[src/rtl/icache.sv]
// Direct-mapped, read-only instruction cache with 4-word line refill from main memory.
// Optional hit/miss performance counters are built when ICACHE_PERF_CNT_EN is defined.
module icache #(
    parameter int unsigned NUM_LINES = 8
) (
    input  logic         clk,
    input  logic         rst_n,
    input  logic         proc_read,
    input  logic         proc_write,
    input  logic [29:0]  proc_addr,
    input  logic [31:0]  proc_wdata,
    output logic         proc_stall,
    output logic [31:0]  proc_rdata,
    output logic         mem_read,
    output logic         mem_write,
    output logic [27:0]  mem_addr,
    output logic [127:0] mem_wdata,
    input  logic [127:0] mem_rdata,
    input  logic         mem_ready
`ifdef ICACHE_PERF_CNT_EN
    ,
    output logic [31:0]  hit_cnt,
    output logic [31:0]  miss_cnt
`endif
);

    localparam int unsigned INDEX_W = $clog2(NUM_LINES);
    localparam int unsigned TAG_W   = 28 - INDEX_W;
    localparam int unsigned LINE_W  = 128;
    localparam int unsigned WORD_W  = 32;
    localparam int unsigned LADDR_W = 28;

    typedef enum logic [0:0] {
        IDLE  = 1'b0,
        ALLOC = 1'b1
    } state_e;

    state_e               state_q, state_d;
    logic [NUM_LINES-1:0] valid_q;
    logic [TAG_W-1:0]     tag_q  [NUM_LINES];
    logic [LINE_W-1:0]    data_q [NUM_LINES];
    logic [LADDR_W-1:0]   miss_addr_q, miss_addr_d;
    logic                 mem_read_q, mem_read_d;
    logic                 fill_en;
    logic                 miss_start;

    logic [INDEX_W-1:0]   req_idx;
    logic [TAG_W-1:0]     req_tag;
    logic [1:0]           req_off;
    logic                 hit;
    logic [LINE_W-1:0]    rd_line;
    logic [INDEX_W-1:0]   fill_idx;
    logic [TAG_W-1:0]     fill_tag;
    logic                 unused_c;

    // Address decode and combinational lookup
    assign req_off  = proc_addr[1:0];
    assign req_idx  = proc_addr[INDEX_W+1:2];
    assign req_tag  = proc_addr[29:INDEX_W+2];
    assign hit      = proc_read & valid_q[req_idx] & (tag_q[req_idx] == req_tag);
    assign rd_line  = data_q[req_idx];
    assign proc_rdata = rd_line[{req_off, 5'd0} +: WORD_W];

    assign fill_idx = miss_addr_q[INDEX_W-1:0];
    assign fill_tag = miss_addr_q[LADDR_W-1:INDEX_W];

    // Read-only cache: no store path toward memory
    assign mem_write = 1'b0;
    assign mem_wdata = '0;
    assign mem_read  = mem_read_q;
    assign mem_addr  = miss_addr_q;
    assign unused_c  = ^{proc_write, proc_wdata};

    always_ff @(posedge clk or negedge rst_n) begin
        if (!rst_n) begin
            state_q     <= IDLE;
            miss_addr_q <= '0;
            mem_read_q  <= 1'b0;
        end else begin
            state_q     <= state_d;
            miss_addr_q <= miss_addr_d;
            mem_read_q  <= mem_read_d;
        end
    end

    always_comb begin
        state_d     = state_q;
        miss_addr_d = miss_addr_q;
        mem_read_d  = mem_read_q;
        fill_en     = 1'b0;
        miss_start  = 1'b0;
        proc_stall  = 1'b0;
        case (state_q)
            IDLE: begin
                proc_stall = proc_read & ~hit;
                if (proc_read && !hit) begin
                    state_d     = ALLOC;
                    miss_addr_d = proc_addr[29:2];
                    mem_read_d  = 1'b1;
                    miss_start  = 1'b1;
                end
            end
            ALLOC: begin
                // Fill always completes on the latched line, even after a redirect
                proc_stall = 1'b1;
                if (mem_ready) begin
                    fill_en    = 1'b1;
                    mem_read_d = 1'b0;
                    state_d    = IDLE;
                end
            end
            default: begin
                state_d    = IDLE;
                mem_read_d = 1'b0;
            end
        endcase
    end

    // Line storage; reset clears everything so an interrupted fill is discarded
    always_ff @(posedge clk or negedge rst_n) begin
        if (!rst_n) begin
            valid_q <= '0;
            tag_q   <= '{default: '0};
            data_q  <= '{default: '0};
        end else if (fill_en) begin
            valid_q[fill_idx] <= 1'b1;
            tag_q[fill_idx]   <= fill_tag;
            data_q[fill_idx]  <= mem_rdata;
        end
    end

`ifdef ICACHE_PERF_CNT_EN
    logic [31:0] hit_cnt_q, miss_cnt_q;

    // Saturating hit/miss counters
    always_ff @(posedge clk or negedge rst_n) begin
        if (!rst_n) begin
            hit_cnt_q  <= '0;
            miss_cnt_q <= '0;
        end else begin
            if ((state_q == IDLE) && hit && (hit_cnt_q != 32'hFFFF_FFFF))
                hit_cnt_q <= hit_cnt_q + 32'd1;
            if (miss_start && (miss_cnt_q != 32'hFFFF_FFFF))
                miss_cnt_q <= miss_cnt_q + 32'd1;
        end
    end

    assign hit_cnt  = hit_cnt_q;
    assign miss_cnt = miss_cnt_q;
`endif

endmodule

[config.mk]
export PLATFORM = sky130hd
export DESIGN_NAME = icache
export DESIGN_NICKNAME = d
export VERILOG_FILES = /design/src/rtl/icache.sv
export SDC_FILE = /design/constraint.sdc
export NUM_CORES = 2
export LEC_CHECK = 0
export ABC_AREA = 1
export CORE_ASPECT_RATIO = 2
export CORE_MARGIN = 2
export CORE_UTILIZATION = 59
export CTS_CLUSTER_SIZE = 14
export DETAILED_ROUTE_END_ITERATION = 8
export GPL_TIMING_DRIVEN = 1
export HOLD_SLACK_MARGIN = 0.03
export PLACE_DENSITY = 0.79
export SLEW_MARGIN = 15
export SYNTH_ARGS = -nofsm -noshare
export SYNTH_HDL_FRONTEND = slang
export SYNTH_SLANG_ARGS = --single-unit
[constraint.sdc]
create_clock -name clk -period 2.3 [get_ports clk]
set_input_delay 0.23 -clock clk [delete_from_list [all_inputs] [get_ports clk]]
set_output_delay 0.23 -clock clk [all_outputs]
set_load 0.01 [all_outputs]
==> key figures <==
Outcome
  – Status: finished, violations left
  – Violated checks: negative setup slack

Yosys
  – Largest family of logic cells by synthesized area: compound AO/OA/AOI/OAI gates
  – Multiplexer area fraction after synthesis: 0%
  – Register bit total from synthesis: 1,262
  – Average size of a mapped cell: 8.39 µm²
  – Post-synth top cells: o21ai_0 (1,789), nand2_1 (1,569), dfrtp_1 (1,262)
  – Post-synth EDFFs: 0
  – Register area share after synthesis: 55.6%
  – Synth Area in XOR/XNOR: 0%
  – Yosys top cell by area: dfrtp_1
  – Mapped cell area: 0.0568 mm²
  – Synth unique cells: 22
  – Number of synthesis warnings: 0
  – Main flop type after synthesis: dfrtp_1
  – Top-area cell type share of the netlist area: 55.6%
  – Compound-Gate Fraction of Synth Area: 20.4%
  – Area contributors post-synth: dfrtp_1 (56%), o21ai_0 (16%), nand2_1 (10%)
  – Post-synthesis cell count: 6,775
  – Synth Area in Adders: 0%
  – Most common cell in the netlist: o21ai_0
  – Share of flip-flops with an asynchronous set or reset: 100%
  – Simple-Gate Fraction of Synth Area: 16.8%

Setup path
  – Critical path origin: tag_q[29]
  – R2R Path End: mem_addr[25]
  – Capture point of the worst path: proc_stall
  – Critical path data arrival time: 2.43 ns
  – RR Startpoint: tag_q[38]
  – Cells on worst reg2reg path: 16
  – Crit end category: primary output
  – Crit path required time: 2.07 ns
  – R2R setup slack: -0.04 ns
  – Setup crit start kind: flip-flop
  – Crit-path max FO: 2
  – WS Path Type: reg -> out

Clocking
  – Worst skew pair latency: 0.76 ns
  – CTS tree: done
  – CTS clock-pin slew for the worst setup and hold paths: 0.06 ns
  – Clock Sinks: roughly 1,300
  – Clk root buf: clkbuf_16
  – CTS H-Tree Depth: 3
  – CTS Buffer Depth: 3
  – CTS Buf Count: 109

Route
  – Via count: 52,300
  – Final ANT Viol Nets: 0
  – DR pass1 iterations: 6
  – WL per Instance: 21.7 µm
  – Routed WL: 180,000 µm
  – Via density: 6.29
  – Starting DRT DRC Count: 6,382
  – DRC: 0

Global route
  – Vias in the first global route: between 50,000 and 60,000
  – Gr ovfl total: 0
  – Largest net degree at the start of global routing: 114
  – First-pass GRT wire length: 283,000 µm
  – Initial antenna violation count: 6
  – Overall Global Routing Usage: 36.3%

Placement
  – Placer Congestion: 0.924
  – HPWL after DPL: 117,000 µm
  – Worst slack, placed: -0.620 ns
  – Input/output buffers: 223

STA
  – Final Setup Violations: 28
  – RSZ-0062 raised after global routing: yes
  – Worst clock skew: ~0.048 ns
  – Slew Limit Headroom: 37.9%
  – Min Tclk post-route: 2.66 ns
  – Fin crit share: 116%
  – Slew @ Worst Pin: between 0.9 and 1 ns
  – Max-slew violation count: 0
  – FMAX: 376 MHz
  – Final hold violations: 0
  – Final worst setup slack: -0.362 ns

Cells and area
  – Final core occ: approximately 70%
  – Number of nets in the layout: 7,212
  – Area Overhead vs Synth: 18.2%
  – Layout cells sized above 1: 11.3%

Floorplan
  – Placeable Area: approximately 0.096 mm²
  – Die width: 223 µm
  – Initial Utilization: roughly three fifths
  – Num rows: 161
  – Boundary Pins: 386
  – Total die area: approximately 0.099 mm²
  – DIE HEIGHT: 443 µm

Job
  – MaxCap Viol Count: 0

Pwr
  – Highest ir drop seen on vdd: about 770 µV
  – P_leak: 0.0316 µW
  – PwrDens: 1100 mW/mm²

Hold path
  – Hold Path Class: in -> async
==> state kept, by name, summed over array words and instances, names as in the netlist <==
register  flops
state_q       1
valid_q       8
tag_q       200
data_q     1024
mem_read      1
mem_addr     28
==> cells by family after synthesis <==
kind of cell / Yosys count
buffers and inverters: 940
other: 1
AND/OR/NAND/NOR: 2449
flip-flops: 1262
AO/OA/AOI/OAI: 2123
==> how the worst min path moves through the flow <==
stage	cells past startpoint	slack, ns	endpoint	from
2_1_floorplan	0	-0.07	data_q[0]	rst_n
3_3_place_gp	1	0.23	data_q[968]	rst_n
3_5_place_dp	1	0.23	data_q[712]	rst_n
4_1_cts	2	0.04	data_q[968]	rst_n
5_1_grt	2	0.09	data_q[712]	rst_n
6_report	2	0.06	data_q[712]	rst_n
==> cells in the final DEF (no fill, tap or decap), types with 13 or more instances in the layout <==
master | Yosys | layout
o221ai_1 | 204 | 172
o221ai_2 | 0 | 32
dfrtp_1 | 1262 | 1262
clkbuf_16 | 0 | 109
o21ai_1 | 12 | 125
clkbuf_8 | 0 | 22
buf_2 | 58 | 21
nand3b_1 | 16 | 16
nand3_2 | 0 | 37
a31oi_1 | 32 | 14
clkdlybuf4s50_1 | 0 | 185
a31oi_2 | 0 | 14
conb_1 | 1 | 129
a32oi_2 | 0 | 13
nand4_1 | 28 | 28
inv_1 | 274 | 273
nand3_1 | 172 | 135
o22ai_1 | 52 | 52
buf_6 | 2 | 21
buf_4 | 133 | 315
clkbuf_1 | 443 | 30
buf_12 | 0 | 119
o21ai_0 | 1789 | 1640
nor2_1 | 664 | 653
o21ai_2 | 0 | 36
nand2_1 | 1569 | 1560
==> where the power goes <==
| group | internal [µW] | total, µW | switching (µW) |
|---|---|---|---|
| clock network | 9690 | 18100 | 8460 |
| logic | 7750 | 18400 | 10600 |
| registers | 31700 | 37200 | 5480 |
==> timing repair <==
action | CTS | global route
hold endpoints to repair | 623 | 0
pin swaps | 111 | 150
setup buffers | 17 | 38
hold buffers | 1 | 0
endpoints found under the setup margin | 63 | 63
gates resized for setup | 324 | 153
==> stage by stage <==
stage | area, µm² | power [µW] | TNS (ns) | cells | hold WS (ns)
floorplan | 57300 | 47200 | 0 | 6903 | -0.0656
global placement | 62500 | 52600 | -20.35 | 8078 | 0.227
detailed placement | 62500 | 54000 | -24.00 | 8078 | 0.228
CTS | 66600 | 72600 | -1.84 | 8275 | 0.0412
global route | 67200 | 78100 | -7.84 | 8313 | 0.0913
finish | 67200 | 73700 | -1.77 | 8315 | 0.0611
==> critical path: stages (launching register included) <==
cell and delay (ns):
dfrtp_1 0.38, inv_1 0.08, nand2_1 0.05, nand3_1 0.07, nand3_1 0.12, nand3b_1 0.11
nand2_1 0.08, nor2_2 0.16, nand3_2 0.13, nor2_2 0.15, nand3_2 0.11, nand2_1 0.08
nand2_1 0.04, buf_2 0.14
==> area by class of cell <==
| type | count | area, µm² |
|---|---|---|
| diodes | 3 | 7.51 |
| clock buffers | 161 | 3140 |
| clock inverters | 23 | 289 |
| fillers | 6967 | 28700 |
| inverters | 278 | 1060 |
| multi-input cells | 4701 | 22600 |
| flip-flops and latches | 1262 | 31600 |
| well taps | 1222 | 1530 |
| repair buffers | 665 | 7000 |
==> metal layers <==
metal	global-route usage, %	vias up	routed length (µm)
met2	57.6	3450	84000
met5	0	-	52
met1	45.9	25200	65400
met4	23.0	8	12300
met3	6.96	745	18700
li1	-	22900	-
(Power assumes the default switching activity.)
